$ cat config.mk
export PLATFORM = sky130hd
export DESIGN_NAME = rtc_secuenciador_lectura
export DESIGN_NICKNAME = d
export VERILOG_FILES = /design/src/rtl/rtc_secuenciador_lectura.sv
export SDC_FILE = /design/constraint.sdc
export NUM_CORES = 1
export LEC_CHECK = 0
export ABC_AREA = 1
export BUFFER_PORTS_ARGS = -buffer_cell sky130_fd_sc_hd__clkbuf_2
export CORE_ASPECT_RATIO = 0.6
export CORE_MARGIN = 3
export CORE_UTILIZATION = 55
export DETAILED_ROUTE_END_ITERATION = 10
export GPL_TIMING_DRIVEN = 0
export HOLD_SLACK_MARGIN = 0.05
export PLACE_DENSITY = 0.82
export SLEW_MARGIN = 20
export SYNTH_ARGS = -nofsm -noshare
export SYNTH_HDL_FRONTEND = slang
export SYNTH_SLANG_ARGS = --single-unit
$ cat constraint.sdc
create_clock -name clk -period 5 [get_ports clk]
set_input_delay 0.5 -clock clk [delete_from_list [all_inputs] [get_ports clk]]
set_output_delay 0.5 -clock clk [all_outputs]
set_load 0.01 [all_outputs]
$ cat src/rtl/rtc_secuenciador_lectura.sv
// rtc_secuenciador_lectura: reads six RTC time registers per start request over a multiplexed bus
module rtc_secuenciador_lectura #(
    parameter int T_PULSE = 4,
    parameter int T_REC   = 4
) (
    input  logic       clk,
    input  logic       reset,
    input  logic       start,
    input  logic [7:0] ad_in,
    output logic [7:0] ad_out,
    output logic       ad_oe,
    output logic       cs_n,
    output logic       a_d,
    output logic       wr_n,
    output logic       rd_n,
    output logic [7:0] dato_out,
    output logic [5:0] en_reg,
    output logic       busy,
    output logic       done
);
    typedef enum logic [2:0] {IDLE, ADDR_WR, ADDR_REC, DATA_RD, DATA_REC} state_t;
    localparam logic [3:0] LP = 4'(T_PULSE - 1);
    localparam logic [3:0] LR = 4'(T_REC - 1);
    state_t state, state_d;
    logic [3:0] cnt, cnt_d;
    logic [2:0] idx, idx_d;
    logic [7:0] dato_d;
    logic [5:0] en_d;
    logic       done_d;
    logic       drive_d;
    // next state, phase timer, read index and capture; timer reloads on every state entry
    always_comb begin
        state_d = state;
        cnt_d   = (cnt == 4'd0) ? 4'd0 : cnt - 4'd1;
        idx_d   = idx;
        dato_d  = dato_out;
        en_d    = 6'd0;
        done_d  = 1'b0;
        case (state)
            IDLE: begin
                if (start) begin
                    state_d = ADDR_WR;
                    cnt_d   = LP;
                    idx_d   = 3'd0;
                end
            end
            ADDR_WR: begin
                if (cnt == 4'd0) begin
                    state_d = ADDR_REC;
                    cnt_d   = LR;
                end
            end
            ADDR_REC: begin
                if (cnt == 4'd0) begin
                    state_d = DATA_RD;
                    cnt_d   = LP;
                end
            end
            DATA_RD: begin
                if (cnt == 4'd0) begin
                    state_d = DATA_REC;
                    cnt_d   = LR;
                    dato_d  = ad_in;
                    en_d    = 6'd1 << idx;
                end
            end
            DATA_REC: begin
                if (cnt == 4'd0) begin
                    if (idx == 3'd5) begin
                        state_d = IDLE;
                        done_d  = 1'b1;
                    end else begin
                        state_d = ADDR_WR;
                        cnt_d   = LP;
                        idx_d   = idx + 3'd1;
                    end
                end
            end
            default: state_d = IDLE;
        endcase
        drive_d = (state_d == ADDR_WR) || (state_d == ADDR_REC);
    end
    // state register; every bus output is decoded from the next state so it is registered
    always_ff @(posedge clk) begin
        if (reset) begin
            state    <= IDLE;
            cnt      <= 4'd0;
            idx      <= 3'd0;
            cs_n     <= 1'b1;
            wr_n     <= 1'b1;
            rd_n     <= 1'b1;
            a_d      <= 1'b0;
            ad_oe    <= 1'b0;
            ad_out   <= 8'h00;
            dato_out <= 8'h00;
            en_reg   <= 6'd0;
            busy     <= 1'b0;
            done     <= 1'b0;
        end else begin
            state    <= state_d;
            cnt      <= cnt_d;
            idx      <= idx_d;
            cs_n     <= !((state_d == ADDR_WR) || (state_d == DATA_RD));
            wr_n     <= state_d != ADDR_WR;
            rd_n     <= state_d != DATA_RD;
            a_d      <= (state_d == DATA_RD) || (state_d == DATA_REC);
            ad_oe    <= drive_d;
            ad_out   <= drive_d ? 8'h21 + {5'd0, idx_d} : 8'h00;
            dato_out <= dato_d;
            en_reg   <= en_d;
            busy     <= state_d != IDLE;
            done     <= done_d;
        end
    end
endmodule
==> out/metrics.cfg, run 1 <==
[critical_path]
cp.arrival_ns = 2.12
worstPathRequired_ns = 5.18
critPathMaxFanout = 9
cp-start-kind = register
cp-end-kind = register
criticalPathCategory = register to register

[synthesis]
synthTopCellsByArea = dfxtp_1, nor2_1, nand2_1
synth.distinct_cells = 29
syn_avg_cell_area_um2 = 7.92
synth_top_area_share_pct = 45.8
synth_seq_cells = 36
async_flop_share_pct = 0
synth_edf_count = 0
synth_warnings = 0
yosys.area.top_type = dfxtp_1
syn_inst = 199
ys_seq_area_share_pct = 45.8
synthFlopType = dfxtp_1
netlist_area_um2 = 1580

[placement]
dpl_worst_slack_ns = 3.10
place_congestion = 0.863
post-dp-hpwl_um = 2440
portBuffers = 36

[routing]
wire_per_inst_um = 11.2
ant_nets = 0
vias_per_cell = 4.92
route.detailed.drc = 0
num_vias = 1362
drtIter0Drc = 78
dr.pass1.iters = 4
wirelength_um = 3090

[global_routing]
grt_pass1_wl_um = 4960
grt_pass1_vias = 1098
grt_max_degree = 12
antenna_found_initial = 0
gr-total-overflow = 0
gr-usage-all-layers_pct = 19.0

[clock_network]
clkLatencyLatePin_ns = 0.28
clock-sinks = 36
post_cts_buffers = 0
clockRootBuffer = clkbuf_8
clockBufferDepth = 2
cts_buffers = 5
cts_hold_buf = 0
cts.repair.resized = 0
htreeDepth = 2
clk_pin_slew_worst_paths_ns = 0.07
tritoncts = built

[layout]
synthToLayoutAreaGrowth_pct = 20.3
multi_input_area_um2 = 733
nNetsFinal = 261
postLayoutCoreUtil_pct = 72.6
register_area_um2 = 721
antenna_cells = 0
largest_reg_flops = 8
fill_cells = 221
layout.cells.most_common_list = dfxtp_1, clkbuf_2, nor2_1, nand2_1, inv_1
drive_above_1_share_pct = 33.5

[power_and_ir_drop]
powerDensity_nw_per_um2 = 424
ir_drop_mv = 0.270
p_leak_nw = 0.919

[hold_path]
hold_class = input port to register

[timing]
slew_violations = 0
max_freq_ghz = 0.515
tns_ns = 0
finalWorstSetupSlack_ns = 3.06
finalHoldViolations = 0
finalSetupViolCount = 0
slew_headroom_pct = 65.7
layout_min_cycle_time_ns = 1.94
grt_setup_unrepaired = false
post-route-period-util_pct = 38.8
worst_slew_pin_slew_ns = 0.514
clock-skew-final_ns = 0.00729

[floorplan]
fp.dieArea_um2 = 3560
start_util_pct = 60.4
core_area_um2 = 2610
die_y_um = 47.5
ios = 40
fp-row-count = 14
die_width_um = 75.1

[run_status]
outcome = finished clean

[run]
maxCapViolCount = 0

final timing paths:
kind,from,depth (start not counted),endpoint,slack (ns)
max reg2reg,cnt[0],11,ad_out[2],3.06
min,ad_in[1],3,dato_out[1],0.46
max,cnt[0],11,ad_out[2],3.06
min reg2reg,dato_out[5],2,dato_out[5],0.48
logic make-up (layout without fill, tap and decap cells):
logic type      after synthesis  in the layout  share of synthesized area (%)
compound gates               20             20                           6.59
xor+xnor                      1              1                          0.556
fa+ha+maj                     6              6                           4.77
buf+inv                      31             75                           8.18
flops                        36             36                           45.8
other cells                   1              3                          0.238
simple gates                104            104                           33.9
worst max-delay path, cell delays in order (launching register included):
cell	delay, ns
dfxtp_1	0.33
inv_1	0.10
ha_1	0.34
nand2_4	0.14
inv_2	0.13
nand2_1	0.07
nand3_1	0.09
nand3_1	0.14
ha_1	0.23
nand3b_1	0.15
nand2_1	0.08
nor2_2	0.04
synthesized netlist by cell type, drive strengths merged (2+ instances only):
cell,instances
nand2,39
nor2,39
dfxtp,36
inv,24
nand3,15
o21ai,13
ha,6
nor3,5
a21oi,4
buf,4
a31oi,3
clkbuf,2
nand4,2
layer usage:
layer / wire, µm / GRT usage [%]
met4: 29 / 6.38
met2: 1230 / 25.3
met1: 1540 / 28.5
met5: 0 / 0
met3: 298 / 6.08
through the flow:
step	hold slack [ns]	power [W]	cells	cell area (µm²)
finish	0.462	0.000803	277	1900
detailed placement	0.472	0.000601	269	1800
global route	0.485	0.000858	277	1900
global placement	0.468	0.000596	269	1800
floorplan	0.467	0.000539	201	1580
CTS	0.461	0.000808	277	1900
power breakdown:
part / switching (W) / internal, W
combinational: 0.000166 / 0.0000872
sequential: 0.0000208 / 0.000324
clock: 0.0000956 / 0.000110
total: 0.000282 / 0.000521
final cells by class:
class                   instances  share of cell area (%)
clock buffers                   6                    4.36
plain buffers                   6                    1.85
well taps                      32                    2.11
flip-flops and latches         36                    38.0
inverters                      25                    4.95
multi-input cells             134                    38.7
clock inverters                 2                   0.528
repair buffers                 36                    9.50
Power figures use the tool's default switching activity.
==> inputs of run 2 (changes only) <==
--- a/config.mk
+++ b/config.mk
@@ -9,11 +9,11 @@
 export BUFFER_PORTS_ARGS = -buffer_cell sky130_fd_sc_hd__clkbuf_2
 export CORE_ASPECT_RATIO = 0.6
 export CORE_MARGIN = 3
-export CORE_UTILIZATION = 55
+export CORE_UTILIZATION = 46
 export DETAILED_ROUTE_END_ITERATION = 10
 export GPL_TIMING_DRIVEN = 0
 export HOLD_SLACK_MARGIN = 0.05
-export PLACE_DENSITY = 0.82
+export PLACE_DENSITY = 0.73
 export SLEW_MARGIN = 20
 export SYNTH_ARGS = -nofsm -noshare
 export SYNTH_HDL_FRONTEND = slang
==> constraint.sdc (replaced) <==
create_clock -name clk -period 1.77 [get_ports clk]
set_input_delay 0.177 -clock clk [delete_from_list [all_inputs] [get_ports clk]]
set_output_delay 0.177 -clock clk [all_outputs]
set_load 0.01 [all_outputs]
==> out/metrics.cfg, run 2 (synthesis results as in run 1) <==
[run_status]
outcome = finished clean

[routing]
dr.pass1.iters = 4  ; unchanged
route.detailed.drc = 0  ; unchanged
wire_per_inst_um = 11.9  ; +6.4%
ant_nets = 0  ; unchanged
vias_per_cell = 4.79  ; -2.5%
wirelength_um = 3470  ; +12%
num_vias = 1400  ; +2.8%
drtIter0Drc = 85  ; +9.0%

[critical_path]
critPathMaxFanout = 7  ; -2
cp_top_family = simple AND/OR/NAND/NOR gates
slowest_stage = dfxtp_4
cp-start-kind = register
cp_common_cell = nand2_1
cp.arrival_ns = 1.90  ; -0.22 ns
criticalPathCategory = register to register
cp-end-kind = register
cpPeakStageDelay_ns = 0.42  ; +0.08 ns
worstPathRequired_ns = 1.95  ; -3.23 ns
crit_buf_inv = 2  ; unchanged
cp_cell_sequence = inv_4 > ha_1 > inv_1 > nand2_1 > o21ai_1 > nand2_1 > nand3_2 > nand2_2 > ha_4 > nand3b_1 > nand2_1 > nor2_2

[clock_network]
cts_buffers = 5  ; unchanged
clkLatencyLatePin_ns = 0.29  ; about the same
htreeDepth = 2  ; unchanged
clockBufferDepth = 2  ; unchanged
clockRootBuffer = clkbuf_8
clock-sinks = 36  ; unchanged
clk_pin_slew_worst_paths_ns = 0.07  ; about the same
tritoncts = built

[placement]
portBuffers = 36  ; unchanged
post-dp-hpwl_um = 2510  ; +2.7%
place_congestion = 0.855  ; -0.94%
dpl_worst_slack_ns = -0.162  ; -3.26 ns

[global_routing]
gr-total-overflow = 0  ; unchanged
grt_pass1_vias = 1188  ; +8.2%
gr-usage-all-layers_pct = 17.7  ; -1.3 points
antenna_found_initial = 0  ; unchanged
grt_max_degree = 13  ; +1
grt_pass1_wl_um = 5500  ; +11%

[power_and_ir_drop]
power.total_w = 0.00247  ; +210%
p_leak_nw = 0.970  ; +5.6%
ir_drop_mv = 0.616  ; +130%
powerDensity_nw_per_um2 = 1220  ; +190%

[layout]
postLayoutCoreUtil_pct = 66.4  ; -6.2 points
nNetsFinal = 266  ; +1.9%
antenna_cells = 0  ; unchanged
drive_above_1_share_pct = 39.2  ; +5.7 points
synthToLayoutAreaGrowth_pct = 29.0
layout.cells.most_common_list = clkbuf_2, dfxtp_1, nor2_1, nand2_1, inv_1
fill_cells = 256  ; +16%
layout_commonest_cell = clkbuf_2
largest_reg_flops = 8  ; unchanged

[run]
maxCapViolCount = 0  ; unchanged

[timing]
slew_violations = 0  ; unchanged
slew_headroom_pct = 65.9  ; +0.21 points
tns_ns = 0  ; unchanged
finalWorstSetupSlack_ns = 0.0555  ; -3.00 ns
layout_min_cycle_time_ns = 1.71  ; -0.226 ns
finalSetupViolCount = 0  ; unchanged
clock-skew-final_ns = 0.00430  ; -0.00299 ns
finalHoldViolations = 0  ; unchanged
hold_ws_ns = 0.139  ; -0.324 ns
max_freq_ghz = 0.583  ; +13%
worst_slew_pin_slew_ns = 0.511  ; -0.00322 ns
post-route-period-util_pct = 96.9  ; +58 points

[floorplan]
die_width_um = 81.5  ; +8.6%
ios = 40  ; unchanged
core_area_um2 = 3060  ; +17%
fp.dieArea_um2 = 4190  ; +17%
die_y_um = 51.3  ; +8.2%
start_util_pct = 51.5  ; -8.9 points
fp-row-count = 15  ; +1

[hold_path]
hold_class = input port to register

## run 2: worst reg2reg max path, delay by kind of cell, from the launching register on
kind            cells  cell delay, ns
simple gates        7            0.57
fa+ha+maj           2            0.44
buf+inv             2            0.10
flops               1            0.42
compound gates      1            0.07
## run 2: layout make-up
cell class	instances	area [µm²]	share of cell area [%]
sequential	36	728	35.8
inverter	25	98.8	4.86
clock buffer	5	68.8	3.39
buffer	6	35.0	1.72
clock inverter	3	42.5	2.09
timing repair buffer	41	218	10.7
multi-input combinational	134	788	38.8
tap	42	52.6	2.59
## run 2: layer usage
metal / global-route usage, % / wire [µm]
met1: 25.8 / 1700
met2: 24.3 / 1400
met3: 5.28 / 324
met4: 5.90 / 42
met5: 0 / 0
## run 2: power by group
group,switching (W),internal [W]
Clock,0.000300,0.000417
Sequential,0.0000627,0.000913
Combinational,0.000503,0.000279
## run 2: final timing paths
| check | start | to | slack, ns | depth (start not counted) |
|---|---|---|---|---|
| max | idx[0] | ad_out[2] | 0.06 | 12 |
| min | ad_in[0] | dato_out[0] | 0.14 | 3 |
| max reg2reg | idx[0] | ad_out[2] | 0.06 | 12 |
| min reg2reg | dato_out[6] | dato_out[6] | 0.49 | 2 |
## run 2: stage by stage
stage | std cells | cell area [µm²]
after global placement | 279 | 1820
final | 292 | 2030
after detailed placement | 279 | 1820
after global routing | 292 | 2030
after CTS | 287 | 1950
after floorplan | 201 | 1580
## run 2: timing repair
item                       CTS  global route
gates resized for setup      9            11
setup endpoints to repair    2             2
hold buffers                 0             0
setup buffers                0             5
pin swaps                    0             5
